===== src/rtl/shift_unit_seq.sv =====
// Multi-cycle shifter: one single-bit LSR/ASR/LSL/ROR step per clock,
// with start/in_ready and out_valid/out_ready handshakes and flush abort.
module shift_unit_seq #(
  parameter int B_W  = 8,
  parameter int SH_W = 4
) (
  input  logic            clk,
  input  logic            rst_n,
  input  logic            start,
  input  logic [1:0]      op,
  input  logic [B_W-1:0]  A,
  input  logic [SH_W-1:0] B,
  input  logic            flush,
  output logic            in_ready,
  output logic            out_valid,
  input  logic            out_ready,
  output logic [B_W-1:0]  Y,
  output logic            E
);

  typedef enum logic [1:0] {
    IDLE  = 2'd0,
    SHIFT = 2'd1,
    DONE  = 2'd2
  } state_t;

  state_t          state_q, state_d;
  logic [B_W-1:0]  y_q, y_d, step_y;
  logic            e_q, e_d, step_e;
  logic [1:0]      op_q, op_d;
  logic [SH_W-1:0] cnt_q, cnt_d;

  always_comb begin
    step_y = y_q;
    step_e = e_q;
    unique case (op_q)
      2'b00: begin
        step_e = y_q[0];
        step_y = {1'b0, y_q[B_W-1:1]};
      end
      2'b01: begin
        step_e = y_q[0];
        step_y = {y_q[B_W-1], y_q[B_W-1:1]};
      end
      2'b10: begin
        step_e = y_q[B_W-1];
        step_y = {y_q[B_W-2:0], 1'b0};
      end
      2'b11: begin
        step_e = y_q[0];
        step_y = {y_q[0], y_q[B_W-1:1]};
      end
      default: ;
    endcase
  end

  // flush outranks both start and out_ready in every state
  always_comb begin
    state_d = state_q;
    y_d     = y_q;
    e_d     = e_q;
    op_d    = op_q;
    cnt_d   = cnt_q;
    unique case (state_q)
      IDLE: begin
        if (start && !flush) begin
          y_d   = A;
          e_d   = 1'b0;
          op_d  = op;
          cnt_d = B;
          state_d = (B == '0) ? DONE : SHIFT;
        end
      end
      SHIFT: begin
        if (flush) begin
          state_d = IDLE;
        end else begin
          y_d   = step_y;
          e_d   = step_e;
          cnt_d = cnt_q - 1'b1;
          if (cnt_q == SH_W'(1))
            state_d = DONE;
        end
      end
      DONE: begin
        if (flush || out_ready)
          state_d = IDLE;
      end
      default: state_d = IDLE;
    endcase
  end

  always_ff @(posedge clk) begin
    if (!rst_n) begin
      state_q <= IDLE;
      y_q     <= '0;
      e_q     <= 1'b0;
      op_q    <= 2'b00;
      cnt_q   <= '0;
    end else begin
      state_q <= state_d;
      y_q     <= y_d;
      e_q     <= e_d;
      op_q    <= op_d;
      cnt_q   <= cnt_d;
    end
  end

  assign in_ready  = (state_q == IDLE);
  assign out_valid = (state_q == DONE);
  assign Y         = y_q;
  assign E         = e_q;

endmodule


===== config.mk =====
export PLATFORM = sky130hd
export DESIGN_NAME = shift_unit_seq
export DESIGN_NICKNAME = d
export VERILOG_FILES = /design/src/rtl/shift_unit_seq.sv
export SDC_FILE = /design/constraint.sdc
export NUM_CORES = 1
export LEC_CHECK = 0
export BUFFER_PORTS_ARGS = -buffer_cell sky130_fd_sc_hd__buf_2
export CAP_MARGIN = 20
export CORE_MARGIN = 5
export CORE_UTILIZATION = 50
export DETAILED_ROUTE_END_ITERATION = 7
export PLACE_DENSITY_LB_ADDON = 0.08
export SLEW_MARGIN = 0
export SYNTH_ARGS = -nofsm -noshare
export SYNTH_HDL_FRONTEND = slang
export SYNTH_SLANG_ARGS = --single-unit

===== constraint.sdc =====
create_clock -name clk -period 3.7 [get_ports clk]
set_clock_uncertainty 0.15 [all_clocks]
set_input_delay 0.185 -clock clk [delete_from_list [all_inputs] [get_ports clk]]
set_output_delay 0.185 -clock clk [all_outputs]
set_load 0.02 [all_outputs]

# After elaboration in Yosys (flattened, before gate mapping)
# Index checks and enable logic that the tools add are counted.
# totals
input_bits,19
regBits,17
# classes
n_mux,17
n_reduce_logical,12
n_eq_ne,11
add_sub_neg,1
# ops
op,count
case mux 8 bit (4 select lines),1
two-way mux 8 bit,2
case mux 8 bit (2 select lines),1
two-way mux 2 bit,5
two-way mux 4 bit,2
case mux 4 bit (2 select lines),1
== test 2 bit (second input constant),3
case mux 2 bit (3 select lines),1
AND reduction 3 bit,2
== test 2 x 1 -> 1 bit (second input constant),2
== test 4 x 1 -> 1 bit (second input constant),1
zero test 2 bit,2
zero test 4 bit,1
inequality test 2 x 1 -> 1 bit (second input constant),2
inequality test 2 bit (second input constant),2
case mux 1 bit (2 select lines),2
AND reduction 4 bit,1
subtractor 4 x 1 -> 4 bit (second input constant),1
inequality test 3 bit (second input constant),1
OR reduction 3 bit,1
two-way mux 1 bit,2
AND reduction 2 bit,1
nonzero test 2 bit,1
logical AND 1 bit,1
other kinds (2),2

# Longest topological paths before layout
# Gate-level depths: netlist of the first run.
# depth
ltp_word,5
mapped_depth,7
ltp_nobuf,6

# Least setup slack after synthesis of the first run
# Ideal clock, no wire load.
# synth_timing
path_type,flip-flop to flip-flop
start,reg state_q[0]
end,reg state_q[1]
arrival_ns,1.285
path_stages_with_launch,6
slack_ns,2.162
required_ns,3.447
cell_sequence,dfxtp_1 buf_6 or3b_1 a21oi_1 a21oi_1 a2111oi_2
# synth_between
elab_chain_cells,3
word_cells_on_any_way,8
cone_classes,eq/ne (5); mux (1); reduce/logical (2)
# synth_rtl
item,line,source
"start, declared",27,"state_t state_q, state_d;"
"start signal, assigned",101,state_q <= state_d;
"== test 2 x 1 -> 1 bit, or another cell as far along",64,unique case (state_q)
inequality test 3 bit (no source line) / inequality test 2 x 1 -> 1 bit (equally long branches),-,
AND reduction 3 bit (no source line),-,
# Several ways; a longest one is shown, not always the timed one.
# A chain may end at the register's enable or synchronous reset.

# Worst setup path in the final report of the first run
# layout_timing
start,reg state_q[0]
end,"reg y_q[1], in the netlist Y[1]"
# layout_between
elab_chain_cells,3
word_cells_on_any_way,7
cone_classes,eq/ne (3); mux (1); reduce/logical (3)
# layout_rtl
item,line,source
== test 2 x 1 -> 1 bit / zero test 2 bit (equally long branches),64,
"inequality test 2 bit (no source line), or another cell as far along",-,
AND reduction 3 bit (no source line),-,
"end signal, assigned",102,y_q <= y_d;
"end, declared",28,"logic [B_W-1:0] y_q, y_d, step_y;"
# Several ways; a longest one is shown, not always the timed one.

==> impl_results.md, run 1 <==
* Worst slew margin at 66.9%
* CTS tree: yes
* Via density at 5.46
* Worst-case reg-to-reg path depth at 5
* Starting Density at 51.5%
* Die ar. at 0.00300 mm2
* Largest family of logic cells by synthesized area: compound AO/OA/AOI/OAI gates
* RR Startpoint: state_q[0]
* Synth Flop Type: dfxtp_1
* Setup crit start kind: register
* Clk root buf: clkbuf_4
* Core Area at 0.00194 mm2
* Worst EP required at 3.79 ns
* Mapped cell area at 0.00100 mm2
* Gates resized, CTS repair at 0
* First-pass GRT wire length at 3840 um
* PD cells at 348 mW/mm2
* Layout cells sized above 1 at 26.7%
* Port buffer count at 29
* R2R setup slack at 2.00 ns
* Hold EP: Y[7]
* CTS buffer count at 3
* Die Span X at 54.7 um
* Vias at 966
* Clock Sinks at 17
* # rows at 16
* Register area share after synthesis at 34.0%
* Die height at 54.7 um
* Vias in the first global route at 870
* Setup tns final at 0 ns
* Crit Path Max Fanout at 17
* Antenna viol nets, final at 0
* Xor/xnor share of the synthesized area at 0%
* Largest net degree at the start of global routing at 21
* Syn nets at 143
* Post-synthesis compound-gate area fraction at 25.9%
* Hold WC Path Type: input port to register
* Initial antenna violation count at 0
* Final-report hold violation count at 0
* Worst r2r dst: Y[1]
* Outcome: finished clean
* Final GP Congestion at 0.775
* #FFs+latches synth at 17
* Synth cell types at 34
* Portion of netlist area occupied by mux cells at 11.3%
* Most common cell after layout, fill and taps aside: buf_2
* EDFF count, synth at 0
* RSZ-0062 raised after global routing: no
* Aggregate global routing overflow at 0
* # DRC at 0
* All-Layer GR Usage at 17.5%
* Simple-gate area share of the yosys netlist at 19.9%
* Syn. warnings at 0
* Dpl cells at 171
* Final min period at 1.70 ns
* Ant. Diodes at 0
* Slew Viols, Final at 0
* VDD IR max at 0.000182 V
* CTS clock-pin slew for the worst setup and hold paths at 0.10 ns
* Fin crit share at 45.9%
* Crit path DAT at 1.79 ns
* HP Start: rst_n
* # setup viols final at 0
* Mapped Cells at 122
* Total Wirelength at 2280 um
* Ys async rst share at 0%
* CP endpoint kind: register
* Crit Path Class: register to register
* Clock Path Buffers at 2
* WL per Instance at 12.9 um
* Leak Pwr at 0.514 nW
* Layout filler cell count at 197
* Worst-skew pair later-pin latency at 0.29 ns
* DRT Pass-1 Iters at 4
* Initial drt markers at 20
* Max-cap violation count at 0
* H-tree depth at 1
* Area growth from synthesis to layout at 18.8%
* Layout net count at 172
* Placed wire-length estimate at 1720 um
* Worst slew pin tran at 0.497 ns
* Hold path cells at 2
* Num ports at 30
* Mean Syn Cell Area at 8.20 um2
* Non-filler cells, final at 177
* Total power at 0.000414 W
* Commonest cells after routing, fill and taps aside: 29 x buf_2, 17 x dfxtp_1, 15 x nor2_1, 14 x a21oi_1, 12 x nand2_1
* Adder-Cell Fraction of Synth Area at 2.50%
* Fmax at 0.589 GHz
## flip-flops by register name, indices dropped and copies added, names as in the netlist
signal and flops:
state_q 2, E 1, op_q 2, cnt_q 4
Y 8
## worst max-delay path by stage
stage / start / endpoint / slack (ns) / cells past startpoint
4_1_cts: state_q[0] / Y[1] / 2.00 / 5
5_1_grt: state_q[0] / Y[1] / 1.78 / 5
3_5_place_dp: state_q[0] / Y[1] / 2.01 / 5
3_3_place_gp: state_q[0] / cnt_q[2] / 2.09 / 5
2_1_floorplan: state_q[0] / state_q[1] / 2.16 / 5
6_report: state_q[0] / Y[1] / 2.00 / 5
## power by group
part	switching [W]	internal (W)	total, W
Combinational	0.0000580	0.0000450	0.000103
Sequential	0.0000138	0.000196	0.000209
Clock	0.0000614	0.0000402	0.000102
Total	0.000133	0.000281	0.000414
## synth_stat cells, types with 2 or more instances
cell      number  share of area (%)
a211o_1        6                5.2
a211oi_1       2                1.5
a21oi_1       14                7.0
buf_2          4                2.0
buf_4          2                1.5
clkbuf_1       2               0.75
dfxtp_1       17                 34
ha_1           2                2.5
inv_1          3                1.1
mux2_2         2                2.2
mux2i_1        9                9.0
nand2_1       12                4.5
nand2b_1       3                1.9
nand3_1        2                1.0
nor2_1        15                5.6
nor2b_1        3                1.9
nor3_1         3                1.5
o21a_1         2                1.5
o21ai_0        4                2.0
## layer usage
| layer | global-route usage, % | part of all wire (%) | vias to the layer above |
|---|---|---|---|
| met5 | 0 | 0 | - |
| li1 | - | - | 497 |
| met2 | 27.8 | 46 | 20 |
| met1 | 23.9 | 48 | 445 |
| met3 | 3.00 | 4.4 | 4 |
| met4 | 4.98 | 0.92 | 0 |
## cells by family after synthesis
kind of cell               Yosys count
adders and majority gates            2
and+or+nand+nor                     43
AOI/OAI and AO/OA                   37
buffers and inverters               12
DFF                                 17
muxes                               11
## final cells by class
class	count	area, um2	area share (%)
Clock inverter	1	5.00	0.421
Timing Repair Buffer	33	180	15.2
Multi-Input combinational cell	93	596	50.1
Clock buffer	3	22.5	1.89
Inverter	3	11.3	0.947
Tap cell	27	33.8	2.84
Sequential cell	17	340	28.6
## worst max-delay path, cell delays in order (launching register included)
cell and delay [ns]:
dfxtp_1 0.52, nor2b_1 0.17, buf_4 0.22, nor2_1 0.06, a2111oi_0 0.37, a31o_2 0.16
## metrics by stage
stage	util [%]	area, um2	setup WS, ns	hold WS (ns)
6_report	61.2	1190	2.00	0.0143
2_1_floorplan	-	1000	2.16	0.168
3_5_place_dp	58.8	1140	2.01	0.286
3_3_place_gp	58.8	1140	2.09	0.272
4_1_cts	61.2	1190	2.00	0.0175
5_1_grt	61.2	1190	1.78	0.0253
## what timing repair did
item                      in CTS  in global routing
buffers inserted               0                  0
hold buffers                   2                  0
hold endpoints to repair       2                  0
Note: power is estimated with default switching activity, not from simulation.
==> run 2: changes to the inputs <==
==> constraint.sdc (replaced) <==
create_clock -name clk -period 1.78 [get_ports clk]
set_clock_uncertainty 0.15 [all_clocks]
set_input_delay 0.089 -clock clk [delete_from_list [all_inputs] [get_ports clk]]
set_output_delay 0.089 -clock clk [all_outputs]
set_load 0.02 [all_outputs]
==> run 2 against run 1 <==
  * Total power is 110% higher
  * Core utilization increased by 3.3 points
  * Critical path depth decreased by 1
==> impl_results.md, run 2 (synthesis results as in run 1) <==
* Area growth from synthesis to layout at 25.1%
* Die height at 54.7 um (unchanged)
* Total Wirelength at 2480 um (+8.8%)
* Hold WC Path Type: input port to register
* Outcome: finished clean
* Hold WS at 0.0137 ns (-0.000538 ns)
* Clock Sinks at 17 (unchanged)
* Placement Cell Area at 0.00117 mm2 (+2.6%)
* Worst EP required at 1.81 ns (-1.98 ns)
* WL per Instance at 13.5 um (+4.6%)
* Vias in the first global route at 971 (+12%)
* Final-report hold violation count at 0 (unchanged)
* # rows at 16 (unchanged)
* CP endpoint kind: register
* Core Util, Final at 64.5% (+3.3 points)
* Worst-case reg-to-reg path depth at 4 (-1)
* R2R setup slack at 0.14 ns (-1.86 ns)
* Worst-skew pair later-pin latency at 0.29 ns (about the same)
* Post-Layout Inst Area at 0.00125 mm2 (+5.4%)
* Starting Density at 51.5% (unchanged)
* Crit path DAT at 1.67 ns (-0.12 ns)
* CTS buffer count at 3 (unchanged)
* Via density at 5.47 (+0.18%)
* Die Span X at 54.7 um (unchanged)
* Aggregate global routing overflow at 0 (unchanged)
* First-pass GRT wire length at 4220 um (+9.9%)
* Crit Path Class: register to register
* Fin crit share at 92.2% (+46 points)
* Port buffer count at 29 (unchanged)
* Max-cap violation count at 0 (unchanged)
* RR Startpoint: state_q[1]
* Slew Viols, Final at 0 (unchanged)
* Largest register FFs at 8 (unchanged)
* VDD IR max at 0.000524 V (+190%)
* Crit path from: state_q[1]
* Post-CTS Setup Inserts at 0 (unchanged)
* All-Layer GR Usage at 19.2% (+1.7 points)
* Final min period at 1.64 ns (-0.0556 ns)
* H-tree depth at 1 (unchanged)
* RSZ-0062 raised after global routing: no
* Placed wire-length estimate at 1900 um (+11%)
* Ant. Diodes at 0 (unchanged)
* Final GP Congestion at 0.736 (-5.0%)
* PD cells at 700 mW/mm2 (+100%)
* Most common cell after layout, fill and taps aside: buf_2
* Fmax at 0.609 GHz (+3.4%)
* Worst r2r dst: state_q[1]
* Setup crit start kind: register
* Core Area at 0.00194 mm2 (unchanged)
* # DRC at 0 (unchanged)
* Antenna viol nets, final at 0 (unchanged)
* CTS tree: yes
* Num ports at 30 (unchanged)
* Commonest cells after routing, fill and taps aside: 29 x buf_2, 15 x dfxtp_1, 15 x nor2_1, 14 x a21oi_1, 12 x nand2_1
* CTS clock-pin slew for the worst setup and hold paths at 0.10 ns (about the same)
* Vias at 1006 (+4.1%)
* Largest net degree at the start of global routing at 16 (-24%)
* DRT Pass-1 Iters at 4 (unchanged)
* Worst slew pin tran at 0.532 ns (+0.0357 ns)
* Crit Path Max Fanout at 9 (-8)
* Clk root buf: clkbuf_4
* Initial antenna violation count at 0 (unchanged)
* Leak Pwr at 0.547 nW (+6.4%)
* Worst slew margin at 64.5% (-2.4 points)
* Setup tns final at 0 ns (unchanged)
* CP endpoint: state_q[1]
* # setup viols final at 0 (unchanged)
* Layout cells sized above 1 at 29.3% (+2.6 points)
* Total power at 0.000877 W (+110%)
* Initial drt markers at 12 (-40%)
* Die ar. at 0.00300 mm2 (unchanged)
* Layout net count at 179 (+4.1%)
* Clock Path Buffers at 2 (unchanged)
==> run 2: repair_timing <==
item / CTS / global route
endpoints found under the setup margin: 0 / 2
hold buffers: 5 / 0
hold endpoints to repair: 6 / 0
resized for setup: 0 / 3
==> run 2: routing by layer <==
layer	track usage (%)	vias up	wire length, um
met2	34.3	32	1250
met5	0	-	0
met4	4.15	0	13
met1	23.2	464	1070
li1	-	508	-
met3	3.81	2	150
==> run 2: how the worst min path moves through the flow <==
stage	start	endpoint	slack, ns	cells past startpoint
4_1_cts	start	state_q[1]	0.01	3
6_report	start	state_q[1]	0.01	3
2_1_floorplan	rst_n	Y[7]	0.07	1
3_5_place_dp	op[1]	op_q[1]	0.19	3
5_1_grt	start	state_q[1]	0.03	3
3_3_place_gp	op[0]	op_q[0]	0.18	3
==> run 2: stage by stage <==
stage               setup WS, ns  cells
floorplan                  0.242    122
global placement           0.194    175
detailed placement        0.0781    175
CTS                       0.0537    184
global route              0.0199    184
finish                     0.138    184
==> run 2: where the power goes <==
part	internal [W]	switching (W)	leakage [nW]
logic	0.000107	0.000127	0.389
registers	0.000407	0.0000279	0.140
clock network	0.0000834	0.000125	0.0177
total	0.000597	0.000280	0.547
==> run 2: area by class of cell <==
cell class,count,area (um2)
Clock buffer,3,22.5
Clock inverter,1,5.00
Fill cell,195,689
Inverter,3,11.3
Multi-Input combinational cell,93,597
Sequential cell,17,343
Tap cell,27,33.8
Timing Repair Buffer,40,240
==> run 2: worst max-delay path, cell delays in order (launching register included) <==
cell	delay, ns
dfxtp_2	0.42
or3b_1	0.37
a21oi_1	0.18
a21oi_1	0.08
a2111oi_2	0.35
==> run 3: changes to the inputs <==
--- a/config.mk
+++ b/config.mk
@@ -5,12 +5,14 @@
 export SDC_FILE = /design/constraint.sdc
 export NUM_CORES = 1
 export LEC_CHECK = 0
+export ABC_AREA = 1
 export BUFFER_PORTS_ARGS = -buffer_cell sky130_fd_sc_hd__buf_2
 export CAP_MARGIN = 20
 export CORE_MARGIN = 5
 export CORE_UTILIZATION = 50
 export DETAILED_ROUTE_END_ITERATION = 7
 export PLACE_DENSITY_LB_ADDON = 0.08
+export RECOVER_POWER = 50
 export SLEW_MARGIN = 0
 export SYNTH_ARGS = -nofsm -noshare
 export SYNTH_HDL_FRONTEND = slang
==> run 3 against run 2 <==
  * Clock power is essentially flat
  * Die area grew 2.7%
  * Sequential power grew 26%
  * Total power grew 60%
  * Routed wire length grew 10%
  * Register-to-register slack gained 0.16 ns
  * Synthesized cell count grew 36%
  * Design area grew 6.3%
  * Critical path type unchanged
==> impl_results.md, run 3 <==
* Outcome: finished clean
* Setup WS post-layout at 0.296 ns (+0.158 ns)
* Final-report hold violation count at 0 (unchanged)
* Vias in the first global route at 1098 (+13%)
* Crit path largest cell delay at 0.49 ns (+0.07 ns)
* PD cells at 1060 mW/mm2 (+51%)
* Cell repeated most along the worst path: nor2_1
* CP endpoint kind: register
* Syn. warnings at 0 (unchanged)
* Commonest cells after routing, fill and taps aside: 41 x nor2_1, 40 x nand2_1, 20 x o21ai_0, 18 x buf_2, 17 x dfxtp_1
* All-Layer GR Usage at 18.2% (-1.0 points)
* Most common cell after layout, fill and taps aside: nor2_1
* CTS clock-pin slew for the worst setup and hold paths at 0.10 ns (about the same)
* Mean Syn Cell Area at 6.23 um2 (-24%)
* Synth Flop Type: dfxtp_1
* Gr busiest metal: met2
* Dominant cell by count in the synthesized netlist: nor2_1
* Worst slew margin at 81.6% (+17 points)
* Met1 usage at 21.4% (-1.9 points)
* Post-synth top area cell: dfxtp_1
* # setup viols final at 0 (unchanged)
* Final min period at 1.48 ns (-0.158 ns)
* Starting Density at 52.7% (+1.1 points)
* First-pass GRT wire length at 4630 um (+9.6%)
* H-tree depth at 1 (unchanged)
* Crit Path Class: register to register
* Final GP Congestion at 0.884 (+20%)
* DRT Pass-1 Iters at 4 (unchanged)
* Area growth from synthesis to layout at 28.8%
* Initial drt markers at 26 (+14)
* Register area share after synthesis at 32.9% (-1.1 points)
* Syn nets at 187 (+31%)
* EDFF count, synth at 0 (unchanged)
* Crit path max-delay family: flip-flops
* Setup crit start kind: register
* Worst EP required at 1.86 ns (+0.05 ns)
* Mapped cell area at 0.00103 mm2 (+3.2%)
* CTS tree: yes
* Met3 usage at 3.03% (-0.78 points)
* Total Wirelength at 2740 um (+10%)
* Area share of the largest cell type after synthesis at 32.9% (-1.1 points)
* Clk root buf: clkbuf_4
* Aggregate global routing overflow at 0 (unchanged)
* VDD IR max at 0.000602 V (+15%)
* Layout cells sized above 1 at 13.8% (-15 points)
* Hold EP: state_q[1]
* Ant. Diodes at 0 (unchanged)
* Reg area at 340 um2 (-0.73%)
* Vias at 1174 (+17%)
* Multi-input logic area at 604 um2 (+1.3%)
* Die ar. at 0.00308 mm2 (+2.7%)
* Core Area at 0.00196 mm2 (+1.0%)
* Max-cap violation count at 0 (unchanged)
* Placed wire-length estimate at 1920 um (+0.86%)
* Die height at 55.5 um (+1.3%)
* Gates resized, CTS repair at 0 (unchanged)
* Core Util, Final at 67.9% (+3.4 points)
* Crit Path Max Fanout at 11 (+2)
* Via density at 4.95 (-9.4%)
* Clock Sinks at 17 (unchanged)
* Die Span X at 55.5 um (+1.3%)
* Largest cells by area after synthesis: dfxtp_1 33%, nor2_1 15%, nand2_1 15%
* CP cell instances: nand2_2 > inv_1 > o21ai_0 > nor2_1 > nor2_1 > nor2_1
* Leak Pwr at 0.625 nW (+14%)
* Hold WC Path Type: input port to register
* RR Startpoint: state_q[0]
* Largest register FFs at 8 (unchanged)
* Ys async rst share at 0% (unchanged)
* WL per Instance at 11.5 um (-15%)
* Hold path cells at 4 (+1)
* Largest net degree at the start of global routing at 17 (+1)
* Setup slack after placement at 0.322 ns (+0.244 ns)
* Initial antenna violation count at 0 (unchanged)
* Layout filler cell count at 189 (-3.1%)
* Port buffer count at 29 (unchanged)
* RSZ-0062 raised after global routing: no
* Antenna viol nets, final at 0 (unchanged)
* Fin crit share at 83.4% (-8.9 points)
* Clock Path Buffers at 2 (unchanged)
* Worst slew pin tran at 0.276 ns (-0.256 ns)
* Worst r2r dst: Y[3]
* HP Start: flush
* # DRC at 0 (unchanged)
* Buf/Inv on CP at 1 (+1)
* Setup tns final at 0 ns (unchanged)
* #FFs+latches synth at 17 (unchanged)
* R2R setup slack at 0.30 ns (+0.16 ns)
* Layout net count at 232 (+30%)
* Num ports at 30 (unchanged)
* Met2 usage at 31.9% (-2.3 points)
* Worst-case reg-to-reg path depth at 6 (+2)
* Mapped Cells at 166 (+36%)
* CTS buffer count at 3 (unchanged)
* # rows at 16 (unchanged)
* Slowest-stage cell, CP: dfxtp_1
* Slew Viols, Final at 0 (unchanged)
* Worst-skew pair later-pin latency at 0.29 ns (about the same)
* Fmax at 0.674 GHz (+11%)
* Crit path DAT at 1.57 ns (-0.10 ns)
* Synth cell types at 19 (-44%)
* Most frequent cells after synthesis: 41 x nor2_1, 40 x nand2_1, 20 x o21ai_0, 17 x dfxtp_1, 13 x inv_1
==> run 3: per-stage QoR <==
step | hold slack, ns | cell area [um2] | cells | total power, W
CTS | 0.00556 | 1350 | 237 | 0.00143
global route | 0.0516 | 1330 | 237 | 0.00152
global placement | 0.214 | 1190 | 220 | 0.00118
finish | 0.0264 | 1330 | 237 | 0.00141
floorplan | 0.0774 | 1030 | 166 | 0.00104
detailed placement | 0.226 | 1190 | 220 | 0.00119
==> run 3: final cells by class <==
class | count | share of cell area [%]
Tap cell | 27 | 2.54
Clock buffer | 4 | 1.97
Inverter | 14 | 4.32
Sequential cell | 17 | 25.6
Multi-Input combinational cell | 132 | 45.4
Timing Repair Buffer | 43 | 20.2
==> run 3: cell families after synthesis <==
group | Yosys count | share of synthesized area [%]
AND/OR/NAND/NOR | 96 | 39.0
AO/OA/AOI/OAI | 33 | 16.2
buffers and inverters | 17 | 8.60
flip-flops | 17 | 32.9
adder cells (fa/ha/maj) | 2 | 2.42
XOR/XNOR | 1 | 0.848
==> run 3: power breakdown <==
part,total [W],switching (W),internal (W),leakage (nW)
Sequential,0.000548,0.0000854,0.000463,0.140
Clock,0.000210,0.000123,0.0000870,0.0150
Combinational,0.000647,0.000420,0.000227,0.470
Total,0.00141,0.000629,0.000777,0.625
==> run 3: worst max path at each step <==
stage	startpoint	to	cells past startpoint
after floorplan	state_q[0]	Y[4]	7
final	state_q[0]	Y[3]	6
after detailed placement	state_q[0]	Y[1]	6
after global routing	state_q[0]	Y[1]	6
after global placement	state_q[1]	Y[5]	7
after CTS	state_q[0]	Y[1]	6
==> run 3: worst reg2reg max path: stages (launching register included) <==
cell	delay, ns
dfxtp_1	0.49
nand2_2	0.19
inv_1	0.23
o21ai_0	0.14
nor2_1	0.10
nor2_1	0.05
nor2_1	0.08
==> run 3: routing by layer <==
layer  share of wire [%]  vias to the layer above
li1                    -                      621
met1                  42                      511
met2                  50                       38
met3                 6.9                        4
met4                0.99                        0
met5                   0                        -
==> run 3: what timing repair did <==
| item | CTS | global route |
|---|---|---|
| hold endpoints to repair | 12 | 0 |
| hold buffers | 13 | 0 |
| setup buffers | 0 | 0 |
